<file path="config.mk">
export PLATFORM = sky130hd
export DESIGN_NAME = mandel_pixel_dispatcher_flat
export DESIGN_NICKNAME = d
export VERILOG_FILES = /design/src/rtl/mandel_pkg.sv /design/src/rtl/mandel_pixel_dispatcher_if.sv /design/src/rtl/mandel_coord_stepper.sv /design/src/rtl/mandel_pixel_dispatcher.sv /design/src/flat_wrapper.sv
export SDC_FILE = /design/constraint.sdc
export NUM_CORES = 1
export LEC_CHECK = 0
export ABC_AREA = 0
export BUFFER_PORTS_ARGS = -buffer_cell sky130_fd_sc_hd__buf_2
export CAP_MARGIN = 15
export CORE_ASPECT_RATIO = 0.9
export CORE_UTILIZATION = 40
export DETAILED_ROUTE_END_ITERATION = 16
export GPL_TIMING_DRIVEN = 0
export PLACE_DENSITY_LB_ADDON = 0.08
export SLEW_MARGIN = 5
export SYNTH_ARGS = -nofsm -noshare
export SYNTH_HDL_FRONTEND = slang
export SYNTH_SLANG_ARGS = --single-unit
</file>
<file path="constraint.sdc">
create_clock -name sysclk -period 8.17 [get_ports sysclk]
set_clock_uncertainty 0.2 [all_clocks]
set_input_delay 0.4085 -clock sysclk [delete_from_list [all_inputs] [get_ports sysclk]]
set_output_delay 0.4085 -clock sysclk [all_outputs]
set_load 0.03 [all_outputs]
</file>
<file path="src/rtl/mandel_pkg.sv">
`default_nettype none
// ============================================================================
// Module      : mandel_pkg
// Description : Shared widths, dispatcher state encoding and pixel record
//               for the Mandelbrot pixel dispatcher slice.
// Revision    : 1.0 - initial release
// ============================================================================
package mandel_pkg;

    localparam int WORD_LENGTH = 32;
    localparam int FRAC        = 28;
    localparam int SCREEN_W    = 640;
    localparam int SCREEN_H    = 480;
    localparam int X_W         = 10;
    localparam int Y_W         = 9;
    localparam int DEPTH_W     = 10;
    localparam int ITER_W      = 10;

    typedef enum logic [1:0] {
        IDLE  = 2'd0,
        RUN   = 2'd1,
        FLUSH = 2'd2
    } disp_state_t;

    typedef struct packed {
        logic [X_W-1:0]     x;
        logic [Y_W-1:0]     y;
        logic [DEPTH_W-1:0] depth;
    } pixel_t;

endpackage
`default_nettype wire

</file>
<file path="src/rtl/mandel_pixel_dispatcher_if.sv">
`default_nettype none
// ============================================================================
// Module      : mandel_eng_if / mandel_pix_if
// Description : Engine-array bus and outgoing valid/ready pixel stream.
// Revision    : 1.0 - initial release
// ============================================================================
interface mandel_eng_if #(
    parameter int N_ENG       = 4,
    parameter int WORD_LENGTH = 32
);
    import mandel_pkg::*;

    logic [N_ENG-1:0]                  eng_start;
    logic [N_ENG-1:0][X_W-1:0]         eng_x;
    logic [N_ENG-1:0][Y_W-1:0]         eng_y;
    logic [N_ENG-1:0][WORD_LENGTH-1:0] eng_re_c;
    logic [N_ENG-1:0][WORD_LENGTH-1:0] eng_im_c;
    logic [ITER_W-1:0]                 eng_max_iter;
    logic [N_ENG-1:0]                  eng_done;
    logic [N_ENG-1:0][DEPTH_W-1:0]     eng_depth;

    modport master (
        output eng_start, eng_x, eng_y, eng_re_c, eng_im_c, eng_max_iter,
        input  eng_done, eng_depth
    );
    modport slave (
        input  eng_start, eng_x, eng_y, eng_re_c, eng_im_c, eng_max_iter,
        output eng_done, eng_depth
    );
endinterface

interface mandel_pix_if;
    import mandel_pkg::*;

    logic               out_valid;
    logic               out_ready;
    logic [DEPTH_W-1:0] out_depth;
    logic [X_W-1:0]     out_x;
    logic [Y_W-1:0]     out_y;
    logic               out_sof;
    logic               out_eol;

    modport master (
        output out_valid, out_depth, out_x, out_y, out_sof, out_eol,
        input  out_ready
    );
    modport slave (
        input  out_valid, out_depth, out_x, out_y, out_sof, out_eol,
        output out_ready
    );
endinterface
`default_nettype wire

</file>
<file path="src/rtl/mandel_coord_stepper.sv">
`default_nettype none
// ============================================================================
// Module      : mandel_coord_stepper
// Description : Raster x/y counters with re/im accumulators; outputs show the
//               position about to be issued (load bypasses to pixel (0,0)).
// Revision    : 1.0 - initial release
// ============================================================================
module mandel_coord_stepper #(
    parameter int WORD_LENGTH = 32,
    parameter int SCREEN_W    = 640,
    parameter int SCREEN_H    = 480
) (
    input  logic                          sysclk,
    input  logic                          reset,
    input  logic                          load,
    input  logic                          advance,
    input  logic signed [WORD_LENGTH-1:0] re_left,
    input  logic signed [WORD_LENGTH-1:0] im_top,
    input  logic signed [WORD_LENGTH-1:0] step,
    output logic        [9:0]             x,
    output logic        [8:0]             y,
    output logic signed [WORD_LENGTH-1:0] cur_re,
    output logic signed [WORD_LENGTH-1:0] cur_im,
    output logic                          last_pixel,
    output logic                          eol
);
    import mandel_pkg::*;

    logic        [X_W-1:0]         r_x;
    logic        [Y_W-1:0]         r_y;
    logic signed [WORD_LENGTH-1:0] r_re;
    logic signed [WORD_LENGTH-1:0] r_im;
    logic signed [WORD_LENGTH-1:0] r_left;
    logic signed [WORD_LENGTH-1:0] r_step;
    logic signed [WORD_LENGTH-1:0] w_left;
    logic signed [WORD_LENGTH-1:0] w_step;

    // The frame-start cycle issues pixel (0,0) straight from the config inputs.
    always_comb begin
        w_left     = load ? re_left : r_left;
        w_step     = load ? step    : r_step;
        x          = load ? '0      : r_x;
        y          = load ? '0      : r_y;
        cur_re     = load ? re_left : r_re;
        cur_im     = load ? im_top  : r_im;
        eol        = (x == X_W'(SCREEN_W - 1));
        last_pixel = eol && (y == Y_W'(SCREEN_H - 1));
    end

    always_ff @(posedge sysclk) begin
        if (reset) begin
            r_x    <= '0;
            r_y    <= '0;
            r_re   <= '0;
            r_im   <= '0;
            r_left <= '0;
            r_step <= '0;
        end else begin
            if (load) begin
                r_left <= re_left;
                r_step <= step;
            end
            if (advance) begin
                if (eol) begin
                    r_x  <= '0;
                    r_y  <= y + Y_W'(1);
                    r_re <= w_left;
                    r_im <= cur_im - w_step;
                end else begin
                    r_x  <= x + X_W'(1);
                    r_y  <= y;
                    r_re <= cur_re + w_step;
                    r_im <= cur_im;
                end
            end else if (load) begin
                r_x  <= x;
                r_y  <= y;
                r_re <= cur_re;
                r_im <= cur_im;
            end
        end
    end

endmodule
`default_nettype wire

</file>
<file path="src/rtl/mandel_pixel_dispatcher.sv">
`default_nettype none
// ============================================================================
// Module      : mandel_pixel_dispatcher
// Description : Round-robin pixel issue to N_ENG depth engines, in-order
//               collection onto a valid/ready pixel stream.
//               Optional MANDEL_FRAME_STATS_EN adds per-frame statistics.
// Revision    : 1.0 - initial release
// ============================================================================
module mandel_pixel_dispatcher #(
    parameter int N_ENG       = 4,
    parameter int WORD_LENGTH = mandel_pkg::WORD_LENGTH,
    parameter int SCREEN_W    = mandel_pkg::SCREEN_W,
    parameter int SCREEN_H    = mandel_pkg::SCREEN_H
) (
    input  logic                          sysclk,
    input  logic                          reset,
    input  logic                          frame_start,
    input  logic signed [WORD_LENGTH-1:0] cfg_re_left,
    input  logic signed [WORD_LENGTH-1:0] cfg_im_top,
    input  logic signed [WORD_LENGTH-1:0] cfg_step,
    input  logic        [9:0]             cfg_max_iter,
    output logic                          busy,
    output logic                          frame_done,
`ifdef MANDEL_FRAME_STATS_EN
    output logic        [31:0]            stat_cycles,
    output logic        [31:0]            stat_iter_sum,
`endif
    mandel_eng_if.master                  eng,
    mandel_pix_if.master                  pix
);
    import mandel_pkg::*;

    localparam int PTR_W = (N_ENG > 1) ? $clog2(N_ENG) : 1;

    disp_state_t                        r_state;
    disp_state_t                        w_state_nxt;
    logic [PTR_W-1:0]                   r_ip;
    logic [PTR_W-1:0]                   r_cp;
    logic [N_ENG-1:0]                   r_eng_busy;
    logic [N_ENG-1:0]                   r_eng_start;
    logic [N_ENG-1:0]                   r_eng_eol;
    logic [N_ENG-1:0][X_W-1:0]          r_eng_x;
    logic [N_ENG-1:0][Y_W-1:0]          r_eng_y;
    logic [N_ENG-1:0][WORD_LENGTH-1:0]  r_eng_re;
    logic [N_ENG-1:0][WORD_LENGTH-1:0]  r_eng_im;
    logic [ITER_W-1:0]                  r_max_iter;
    pixel_t                             r_out;
    logic                               r_out_valid;
    logic                               r_out_sof;
    logic                               r_out_eol;
    logic                               r_frame_done;

    logic                               w_accept;
    logic                               w_issue;
    logic                               w_collect;
    logic                               w_last_hs;
    logic [X_W-1:0]                     w_x;
    logic [Y_W-1:0]                     w_y;
    logic signed [WORD_LENGTH-1:0]      w_re;
    logic signed [WORD_LENGTH-1:0]      w_im;
    logic                               w_last_pixel;
    logic                               w_eol;

    mandel_coord_stepper #(
        .WORD_LENGTH (WORD_LENGTH),
        .SCREEN_W    (SCREEN_W),
        .SCREEN_H    (SCREEN_H)
    ) u_stepper (
        .sysclk     (sysclk),
        .reset      (reset),
        .load       (w_accept),
        .advance    (w_issue),
        .re_left    (cfg_re_left),
        .im_top     (cfg_im_top),
        .step       (cfg_step),
        .x          (w_x),
        .y          (w_y),
        .cur_re     (w_re),
        .cur_im     (w_im),
        .last_pixel (w_last_pixel),
        .eol        (w_eol)
    );

    assign w_accept  = (r_state == IDLE) && frame_start;
    assign w_issue   = ((r_state == RUN) || w_accept) && !r_eng_busy[r_ip];
    // eng_done is still the previous result while a fresh start is in flight.
    assign w_collect = r_eng_busy[r_cp] && eng.eng_done[r_cp] && !r_eng_start[r_cp]
                       && (!r_out_valid || pix.out_ready);
    assign w_last_hs = r_out_valid && pix.out_ready
                       && (r_out.x == X_W'(SCREEN_W - 1)) && (r_out.y == Y_W'(SCREEN_H - 1));

    always_ff @(posedge sysclk) begin
        if (reset) r_state <= IDLE;
        else       r_state <= w_state_nxt;
    end

    always_comb begin
        w_state_nxt = r_state;
        case (r_state)
            IDLE:    if (w_accept) w_state_nxt = (w_issue && w_last_pixel) ? FLUSH : RUN;
            RUN:     if (w_issue && w_last_pixel) w_state_nxt = FLUSH;
            FLUSH:   if (w_last_hs) w_state_nxt = IDLE;
            default: w_state_nxt = IDLE;
        endcase
    end

    always_ff @(posedge sysclk) begin
        if (reset) begin
            r_ip         <= '0;
            r_cp         <= '0;
            r_eng_busy   <= '0;
            r_eng_start  <= '0;
            r_eng_eol    <= '0;
            r_eng_x      <= '0;
            r_eng_y      <= '0;
            r_eng_re     <= '0;
            r_eng_im     <= '0;
            r_max_iter   <= '0;
            r_out        <= '0;
            r_out_valid  <= 1'b0;
            r_out_sof    <= 1'b0;
            r_out_eol    <= 1'b0;
            r_frame_done <= 1'b0;
        end else begin
            r_eng_start  <= '0;
            r_frame_done <= (r_state == FLUSH) && w_last_hs;
            if (w_accept) r_max_iter <= cfg_max_iter;

            if (w_issue) begin
                r_eng_start[r_ip] <= 1'b1;
                r_eng_busy[r_ip]  <= 1'b1;
                r_eng_x[r_ip]     <= w_x;
                r_eng_y[r_ip]     <= w_y;
                r_eng_re[r_ip]    <= w_re;
                r_eng_im[r_ip]    <= w_im;
                r_eng_eol[r_ip]   <= w_eol;
                r_ip <= (r_ip == PTR_W'(N_ENG - 1)) ? '0 : r_ip + 1'b1;
            end

            // Issue needs busy clear and collect needs busy set, so r_ip != r_cp here.
            if (w_collect) begin
                r_eng_busy[r_cp] <= 1'b0;
                r_out.x          <= r_eng_x[r_cp];
                r_out.y          <= r_eng_y[r_cp];
                r_out.depth      <= eng.eng_depth[r_cp];
                r_out_sof        <= (r_eng_x[r_cp] == '0) && (r_eng_y[r_cp] == '0);
                r_out_eol        <= r_eng_eol[r_cp];
                r_out_valid      <= 1'b1;
                r_cp <= (r_cp == PTR_W'(N_ENG - 1)) ? '0 : r_cp + 1'b1;
            end else if (pix.out_ready) begin
                r_out_valid <= 1'b0;
            end
        end
    end

`ifdef MANDEL_FRAME_STATS_EN
    logic [31:0] r_stat_cycles;
    logic [31:0] r_stat_iter_sum;

    always_ff @(posedge sysclk) begin
        if (reset) begin
            r_stat_cycles   <= '0;
            r_stat_iter_sum <= '0;
        end else if (w_accept) begin
            r_stat_cycles   <= '0;
            r_stat_iter_sum <= '0;
        end else begin
            if (busy)      r_stat_cycles   <= r_stat_cycles + 32'd1;
            if (w_collect) r_stat_iter_sum <= r_stat_iter_sum + 32'(eng.eng_depth[r_cp]);
        end
    end

    assign stat_cycles   = r_stat_cycles;
    assign stat_iter_sum = r_stat_iter_sum;
`endif

    assign busy             = (r_state != IDLE);
    assign frame_done       = r_frame_done;
    assign eng.eng_start    = r_eng_start;
    assign eng.eng_x        = r_eng_x;
    assign eng.eng_y        = r_eng_y;
    assign eng.eng_re_c     = r_eng_re;
    assign eng.eng_im_c     = r_eng_im;
    assign eng.eng_max_iter = r_max_iter;
    assign pix.out_valid    = r_out_valid;
    assign pix.out_depth    = r_out.depth;
    assign pix.out_x        = r_out.x;
    assign pix.out_y        = r_out.y;
    assign pix.out_sof      = r_out_sof;
    assign pix.out_eol      = r_out_eol;

endmodule
`default_nettype wire

</file>
<file path="src/flat_wrapper.sv">
// flat-port wrapper written by rule: the top's interface ports become plain ports
module mandel_pixel_dispatcher_flat import mandel_pkg::*;
#(
    parameter int N_ENG       = 4,
    parameter int WORD_LENGTH = mandel_pkg::WORD_LENGTH,
    parameter int SCREEN_W    = mandel_pkg::SCREEN_W,
    parameter int SCREEN_H    = mandel_pkg::SCREEN_H
)
  (sysclk, reset, frame_start, cfg_re_left, cfg_im_top, cfg_step, cfg_max_iter, busy, frame_done, eng_eng_start, eng_eng_x, eng_eng_y, eng_eng_re_c, eng_eng_im_c, eng_eng_max_iter, eng_eng_done, eng_eng_depth, pix_out_valid, pix_out_depth, pix_out_x, pix_out_y, pix_out_sof, pix_out_eol, pix_out_ready);
  mandel_eng_if #(.N_ENG(N_ENG), .WORD_LENGTH(WORD_LENGTH)) eng_i ();
  mandel_pix_if pix_i ();
  input  logic sysclk;
  input  logic reset;
  input  logic frame_start;
  input  logic signed [WORD_LENGTH-1:0] cfg_re_left;
  input  logic signed [WORD_LENGTH-1:0] cfg_im_top;
  input  logic signed [WORD_LENGTH-1:0] cfg_step;
  input  logic        [9:0] cfg_max_iter;
  output logic busy;
  output logic frame_done;
  output wire logic [$bits(eng_i.eng_start)-1:0] eng_eng_start;
  output wire logic [$bits(eng_i.eng_x)-1:0] eng_eng_x;
  output wire logic [$bits(eng_i.eng_y)-1:0] eng_eng_y;
  output wire logic [$bits(eng_i.eng_re_c)-1:0] eng_eng_re_c;
  output wire logic [$bits(eng_i.eng_im_c)-1:0] eng_eng_im_c;
  output wire logic [$bits(eng_i.eng_max_iter)-1:0] eng_eng_max_iter;
  input wire logic [$bits(eng_i.eng_done)-1:0] eng_eng_done;
  input wire logic [$bits(eng_i.eng_depth)-1:0] eng_eng_depth;
  output wire logic [$bits(pix_i.out_valid)-1:0] pix_out_valid;
  output wire logic [$bits(pix_i.out_depth)-1:0] pix_out_depth;
  output wire logic [$bits(pix_i.out_x)-1:0] pix_out_x;
  output wire logic [$bits(pix_i.out_y)-1:0] pix_out_y;
  output wire logic [$bits(pix_i.out_sof)-1:0] pix_out_sof;
  output wire logic [$bits(pix_i.out_eol)-1:0] pix_out_eol;
  input wire logic [$bits(pix_i.out_ready)-1:0] pix_out_ready;
  assign eng_eng_start = eng_i.eng_start;
  assign eng_eng_x = eng_i.eng_x;
  assign eng_eng_y = eng_i.eng_y;
  assign eng_eng_re_c = eng_i.eng_re_c;
  assign eng_eng_im_c = eng_i.eng_im_c;
  assign eng_eng_max_iter = eng_i.eng_max_iter;
  assign eng_i.eng_done = eng_eng_done;
  assign eng_i.eng_depth = eng_eng_depth;
  assign pix_out_valid = pix_i.out_valid;
  assign pix_out_depth = pix_i.out_depth;
  assign pix_out_x = pix_i.out_x;
  assign pix_out_y = pix_i.out_y;
  assign pix_out_sof = pix_i.out_sof;
  assign pix_out_eol = pix_i.out_eol;
  assign pix_i.out_ready = pix_out_ready;
  mandel_pixel_dispatcher #(.N_ENG(N_ENG), .WORD_LENGTH(WORD_LENGTH), .SCREEN_W(SCREEN_W), .SCREEN_H(SCREEN_H)) u_core (.sysclk(sysclk), .reset(reset), .frame_start(frame_start), .cfg_re_left(cfg_re_left), .cfg_im_top(cfg_im_top), .cfg_step(cfg_step), .cfg_max_iter(cfg_max_iter), .busy(busy), .frame_done(frame_done), .eng(eng_i), .pix(pix_i));
endmodule
</file>
==> results of run 1 <==
## routing by layer
metal,global-route usage [%],share of wire [%],vias up
met3,6.62,8.5,171
met1,49.3,45,12942
li1,-,-,11963
met2,52.1,43,1151
met5,0,0.011,-
met4,10.7,2.8,2
## layout make-up
type / count / area, µm²
Antenna cell: 8 / 20.0
Buffer: 229 / 930
Clock buffer: 80 / 1660
Clock inverter: 27 / 415
Fill cell: 6169 / 30700
Inverter: 98 / 368
Multi-Input combinational cell: 2175 / 13300
Sequential cell: 540 / 10800
Tap cell: 845 / 1060
Timing Repair Buffer: 605 / 3430
## cell usage in the layout, fill, tap and decap left out, drive strengths merged, types with 11 or more instances in the layout
cell / count
nor2: 585
buf: 575
dfxtp: 540
a211oi: 297
a21oi: 284
nand2: 282
clkbuf: 270
inv: 100
mux2i: 80
dlygate4sd3: 68
o21ai: 67
xor2: 63
xnor2: 60
ha: 50
mux4: 30
a21o: 29
nor3: 29
nand2b: 28
and2: 26
a31oi: 20
nand3: 19
nand4: 18
a21boi: 17
nor2b: 15
maj3: 13
clkinv: 13
o211ai: 12
o31ai: 12
nor4: 11
## report_power, final
group / internal [mW] / switching, mW / total (mW)
registers: 3.13 / 0.308 / 3.44
clock network: 1.71 / 1.19 / 2.90
logic: 1.20 / 2.98 / 4.18
total: 6.05 / 4.48 / 10.5
## worst max-delay path, delay by kind of cell
kind | cells | cell delay (ns)
adders and majority gates | 1 | 0.23
and+or+nand+nor | 6 | 2.31
buffers and inverters | 12 | 5.30
AOI/OAI and AO/OA | 1 | 0.19
## cell families after synthesis
kind of cell	after synthesis
simple gates	1062
mux	119
flops	540
buf+inv	328
compound gates	808
xor+xnor	123
fa+ha+maj	63
## how the worst min path moves through the flow
stage	start	endpoint	slack (ns)
after detailed placement	u_core.pix.out_depth[0]	u_core.pix.out_depth[0]	0.24
final	eng_eng_depth[30]	u_core.pix.out_depth[0]	0.03
after floorplan	u_core.r_eng_eol[2]	u_core.r_eng_eol[2]	0.23
after CTS	cfg_im_top[18]	u_core.u_stepper.r_im[18]	0.01
after global routing	cfg_im_top[18]	u_core.u_stepper.r_im[18]	0.06
after global placement	u_core.eng.eng_max_iter[3]	u_core.eng.eng_max_iter[3]	0.24
## timing repair
action,in CTS,in global routing
endpoints found under the hold margin,71,0
buffers inserted,0,0
setup endpoints to repair,1,5
resized for setup,0,2
hold buffers,68,0
## stage by stage
stage	setup WS (ns)	instance area, µm²	setup TNS [ns]	power (mW)
final	-0.00493	32000	-0.00691	10.5
after global routing	0.0103	32000	0	11.0
after CTS	0.243	31900	0	10.5
after detailed placement	-0.0485	29200	-0.0701	7.55
after global placement	-0.0656	29100	-0.102	7.48
after floorplan	3.21	25400	0	6.10
## sequential cells by signal (all words and copies together) (netlist names), 9 cells and up
signal and flops:
u_core.pix.out_y 9, u_core.eng.eng_x 40, u_core.u_stepper.r_x 10, u_core.u_stepper.r_re 32
u_core.pix.out_x 10, u_core.u_stepper.r_left 32, u_core.u_stepper.r_step 32, u_core.eng.eng_re_c 128
u_core.eng.eng_max_iter 10, u_core.pix.out_depth 10, u_core.eng.eng_y 36, u_core.eng.eng_im_c 128
u_core.u_stepper.r_im 32, u_core.u_stepper.r_y 9
==> results.toml, run 1 <==
[drt]
wl_per_cell_um = 25.1
first_pass_iters = 6
vias = 26229
wirelength_um = 115000
drt_iter0_markers = 2607
routed_via_density = 5.69
postRouteAntennaNets = 0
drc = 0

[synthesis]
synth_area_mm2 = 0.0254
yosys.area_share.simple_pct = 17.7
yosys.area.top_type = "dfxtp_1"
yosysWarnings = 0
synth_top_family_by_area = "compound AO/OA/AOI/OAI gates"
synth_area_leaders = "dfxtp_1, a211oi_1, nor2_1, a21oi_1, nand2_1"
synth_edf_count = 0
yosysSeqAreaShare_pct = 42.5
synth_compound_area_share_pct = 21.0
ys.flop_type = "dfxtp_1"
synth_cells = 3043
synth_mux_area_share_pct = 6.41
syn_nets = 3247
ys_seq_elements = 540
synth_top_area_share_pct = 42.5
synth.avg_cell_area_um2 = 8.35
synth_fa_ha_area_share_pct = 2.98
synthTopCellsByCount = "nor2_1, dfxtp_1, a211oi_1, a21oi_1, nand2_1"
synth-xor-area-share_pct = 4.24
synth_most_common_cell = "nor2_1"
synth-async-reset-ratio_pct = 0
synth_cell_types = 94

[cts]
numCtsBuffers = 58
cts.path.max_buffers = 3
cts_max_level = 2
cts_root_buf = "clkbuf_16"
clock_latency_ns = 0.66
cts_tree = "built"
clk_pin_slew_ns = 0.06
clock-sinks = 540

[critical_path]
slowest_delay_ns = 0.91
crit_top_cell = "buf_2"
endpoint = "u_core.u_stepper.r_im[6]"
reg2reg_depth = 18
worstSetupPathType = "in -> reg"
startpoint_type = "input port"
rr_startpoint = "u_core.r_state[1]"
cp.arrival_ns = 8.52
cp-end-kind = "flip-flop"
cp_max_fo = 10
critPathRequiredTime_ns = 8.52
r2r_slack_ns = 0.03
cp_cell_sequence = "dlygate4sd3_1 > buf_2 > or3b_4 > buf_6 > buf_6 > buf_4 > buf_2 > buf_2 > clkbuf_1 > clkbuf_1 > nand2_1 > inv_1 > ha_1 > nand4b_1 > nor4_2 > and2_1 > buf_2 > clkdlybuf4s15_1 > nand2_1 > a21oi_1"
crit_start = "frame_start"
slowest_stage = "clkdlybuf4s15_1"
rr_endpoint = "u_core.u_stepper.r_im[6]"

[sta]
worstMarginPinSlew_ns = 1.22
maxSlewViolCount = 0
hold_slack_ns = 0.0252
worst_slack_ns = -0.00493
timing.final.crit_share_pct = 100
hold_violations = 0
min_period_ns = 8.17
setup_viol = 2
rsz0062_at_grt = "no"
slew-limit-headroom_pct = 16.5
fmax_mhz = 122

[placement]
dp_cells = 4420
dp_hpwl_um = 90200
io_buffers = 526
gp_congestion = 0.955

[min_path]
hold_path_class = "in -> reg"
whs_path_depth = 4

[finish]
layout-area-overhead-vs-synth_pct = 26.0
postLayoutCoreUtil_pct = 51.1
num-nets-final = 3911
drive_above_1_share_pct = 19.6
fin_cells = 4607

[floorplanning]
die_h_um = 241
fp.coreArea_mm2 = 0.0627
die_w_um = 268
start_util_pct = 40.5
num_rows = 87
dieArea_mm2 = 0.0646
pin_count = 534

[job]
drv_cap = 0

[run_status]
outcome = "finished with violations"
violations = "setup timing"

[pwr]
ir_drop_uv = 206
power.density_mw_per_mm2 = 329
power_leakage_nw = 13.5

[grt]
grt_pass1_vias = 24054
grt_pass1_wl_um = 163000
gr-usage-all-layers_pct = 34.5
grt_max_degree = 20
overflow = 0
grt_antenna_before_repair = 10
(Power assumes the default switching activity.)
==> run 2, diff against run 1 <==
--- a/config.mk
+++ b/config.mk
@@ -5,11 +5,11 @@
 export SDC_FILE = /design/constraint.sdc
 export NUM_CORES = 1
 export LEC_CHECK = 0
-export ABC_AREA = 0
+export ABC_AREA = 1
 export BUFFER_PORTS_ARGS = -buffer_cell sky130_fd_sc_hd__buf_2
 export CAP_MARGIN = 15
 export CORE_ASPECT_RATIO = 0.9
-export CORE_UTILIZATION = 40
+export CORE_UTILIZATION = 45
 export DETAILED_ROUTE_END_ITERATION = 16
 export GPL_TIMING_DRIVEN = 0
 export PLACE_DENSITY_LB_ADDON = 0.08
==> results.toml, run 2 <==
[floorplanning]
fp.coreArea_mm2 = 0.0559
pin_count = 534
num_rows = 82
die_h_um = 228
die_w_um = 253
dieArea_mm2 = 0.0578
start_util_pct = 45.8

[placement]
gp_congestion = 1.01
dp_cells = 4964
io_buffers = 532
dpl_cell_area_mm2 = 0.0292
dp_hpwl_um = 90700

[critical_path]
slowest_delay_ns = 0.59
critPathRequiredTime_ns = 8.46
crit_top_cell = "nand2_1"
cp_top_family = "buffers and inverters"
critPathBufInv = 7
slowest_stage = "clkbuf_1"
startpoint_type = "flip-flop"
cp.arrival_ns = 6.04
worstSetupPathType = "reg -> reg"
cp_max_fo = 10
cp-end-kind = "flip-flop"

[min_path]
hold_path_class = "in -> reg"

[cts]
cts_max_level = 2
clock_latency_ns = 0.65
cts_resized = 0
cts.path.max_buffers = 3
clk_pin_slew_ns = 0.07
numCtsBuffers = 56
clock-sinks = 540
holdBufCountCts = 56
postCtsSetupBuffers = 0
cts_tree = "built"
cts_root_buf = "clkbuf_16"

[synthesis]
yosys.area.top_type = "dfxtp_1"
synth.avg_cell_area_um2 = 6.96
synth-async-reset-ratio_pct = 0
yosysWarnings = 0
synth_edf_count = 0
synthTopCellsByCount = "nand2_1, dfxtp_1, o21ai_0, a21oi_1, inv_1"
synth_area_mm2 = 0.0256
synth_top_area_share_pct = 42.3
yosysSeqAreaShare_pct = 42.3
synth_top_family_by_area = "compound AO/OA/AOI/OAI gates"
synth_cells = 3675
synth_most_common_cell = "nand2_1"
synth_mux_area_share_pct = 0.0391
synth-xor-area-share_pct = 0.822
ys.flop_type = "dfxtp_1"
synth_fa_ha_area_share_pct = 2.45
syn_nets = 3879
yosys.area_share.simple_pct = 20.9
synth_compound_area_share_pct = 24.4
synth_area_leaders = "dfxtp_1, nand2_1, o21ai_0, a21oi_1, inv_1"
ys_seq_elements = 540
synth_cell_types = 55

[grt]
grt_antenna_before_repair = 11
grt_pass1_wl_um = 171000
grt_max_degree = 17
grt_pass1_vias = 26432
gr-usage-all-layers_pct = 39.4
overflow = 0

[drt]
drt_iter0_markers = 3234
postRouteAntennaNets = 0
routed_via_density = 5.62
first_pass_iters = 8
wirelength_um = 117000
drc = 0
vias = 28855
wl_per_cell_um = 22.9

[run_status]
outcome = "completed"

[finish]
drive_above_1_share_pct = 17.6
final_cell_area_mm2 = 0.0318
fin_cells = 5131
layout-area-overhead-vs-synth_pct = 24.2
layout_common_cells = "nand2_1, buf_2, dfxtp_1, o21ai_0, a21oi_1"
final_common_cell = "nand2_1"
num-nets-final = 4526

[sta]
worstMarginPinSlew_ns = 1.31
finalSetupTns_ns = 0
hold_slack_ns = 0.0182
hold_violations = 0
fmax_mhz = 174
rsz0062_at_grt = "no"
timing.final.crit_share_pct = 70.4
slew-limit-headroom_pct = 12.8
setup_viol = 0
min_period_ns = 5.75
maxSlewViolCount = 0

[job]
drv_cap = 0

[pwr]
ir_drop_uv = 211
power.density_mw_per_mm2 = 346
power_leakage_nw = 15.2
==> run 2: where the power goes <==
part | internal [mW] | leakage (nW) | total, mW | switching, mW
Combinational | 1.22 | 9.84 | 4.63 | 3.40
Clock | 1.61 | 0.947 | 2.80 | 1.19
Sequential | 3.20 | 4.41 | 3.56 | 0.361
==> run 2: kinds of logic (layout without fill, tap and decap cells) <==
| family | after synthesis | count (layout) |
|---|---|---|
| adder cells (fa/ha/maj) | 50 | 50 |
| other | 0 | 8 |
| buffers and inverters | 593 | 1285 |
| flip-flops | 540 | 540 |
| XOR/XNOR | 24 | 24 |
| multiplexers | 1 | 1 |
| AO/OA/AOI/OAI | 1167 | 1167 |
| AND/OR/NAND/NOR | 1300 | 1300 |
==> run 2: worst register-to-register path, stage by stage, from the launching register on <==
cell,delay (ns)
dfxtp_1,0.45
nor2_4,0.09
nand2_2,0.09
buf_6,0.19
buf_6,0.21
buf_2,0.33
buf_2,0.36
clkbuf_1,0.60
clkbuf_1,0.51
nand2_1,0.09
o21ai_0,0.40
ha_1,0.45
ha_1,0.19
inv_1,0.04
nand2_1,0.13
nand2_1,0.08
o21ai_2,0.19
nand2_1,0.10
nand2_2,0.15
nand2_1,0.07
nand2_1,0.17
nand2_1,0.10
nand3_1,0.08
nand3_1,0.15
nand2_1,0.13
a21oi_1,0.06
==> run 2: cell type report <==
type | instances | area [µm²]
timing repair buffer | 589 | 3230
buffer | 212 | 900
antenna | 8 | 20.0
sequential | 540 | 10800
clock buffer | 77 | 1570
clock inverter | 26 | 418
fill | 5611 | 24100
multi-input combinational | 2542 | 12400
tap | 756 | 946
inverter | 381 | 1430
==> run 2: final timing paths <==
check / from / to / cells after the start / slack, ns
worst min register to register: u_core.pix.out_depth[3] / u_core.pix.out_depth[3] / 2 / 0.26
worst min-delay path: cfg_re_left[8] / u_core.u_stepper.r_left[8] / 5 / 0.02
worst max-delay path: u_core.r_state[1] / u_core.u_stepper.r_re[20] / 25 / 2.42
worst max register to register: u_core.r_state[1] / u_core.u_stepper.r_re[20] / 25 / 2.42
==> run 2: metal layers <==
| layer | vias to the layer above | track usage (%) | part of all wire [%] |
|---|---|---|---|
| met2 | 1509 | 61.2 | 44 |
| li1 | 13513 | - | - |
| met5 | - | 0 | 0.038 |
| met4 | 8 | 13.7 | 3.7 |
| met1 | 13607 | 53.6 | 42 |
| met3 | 218 | 8.43 | 10 |
==> run 2: per-stage QoR <==
stage               utilization, %  setup WS (ns)  total power [mW]
finish                        56.8           2.42              11.0
detailed placement            52.2           2.55              8.03
CTS                           56.8           2.58              10.9
global route                  56.8           2.21              11.4
global placement              52.2           2.62              8.02
floorplan                        -           4.61              6.43
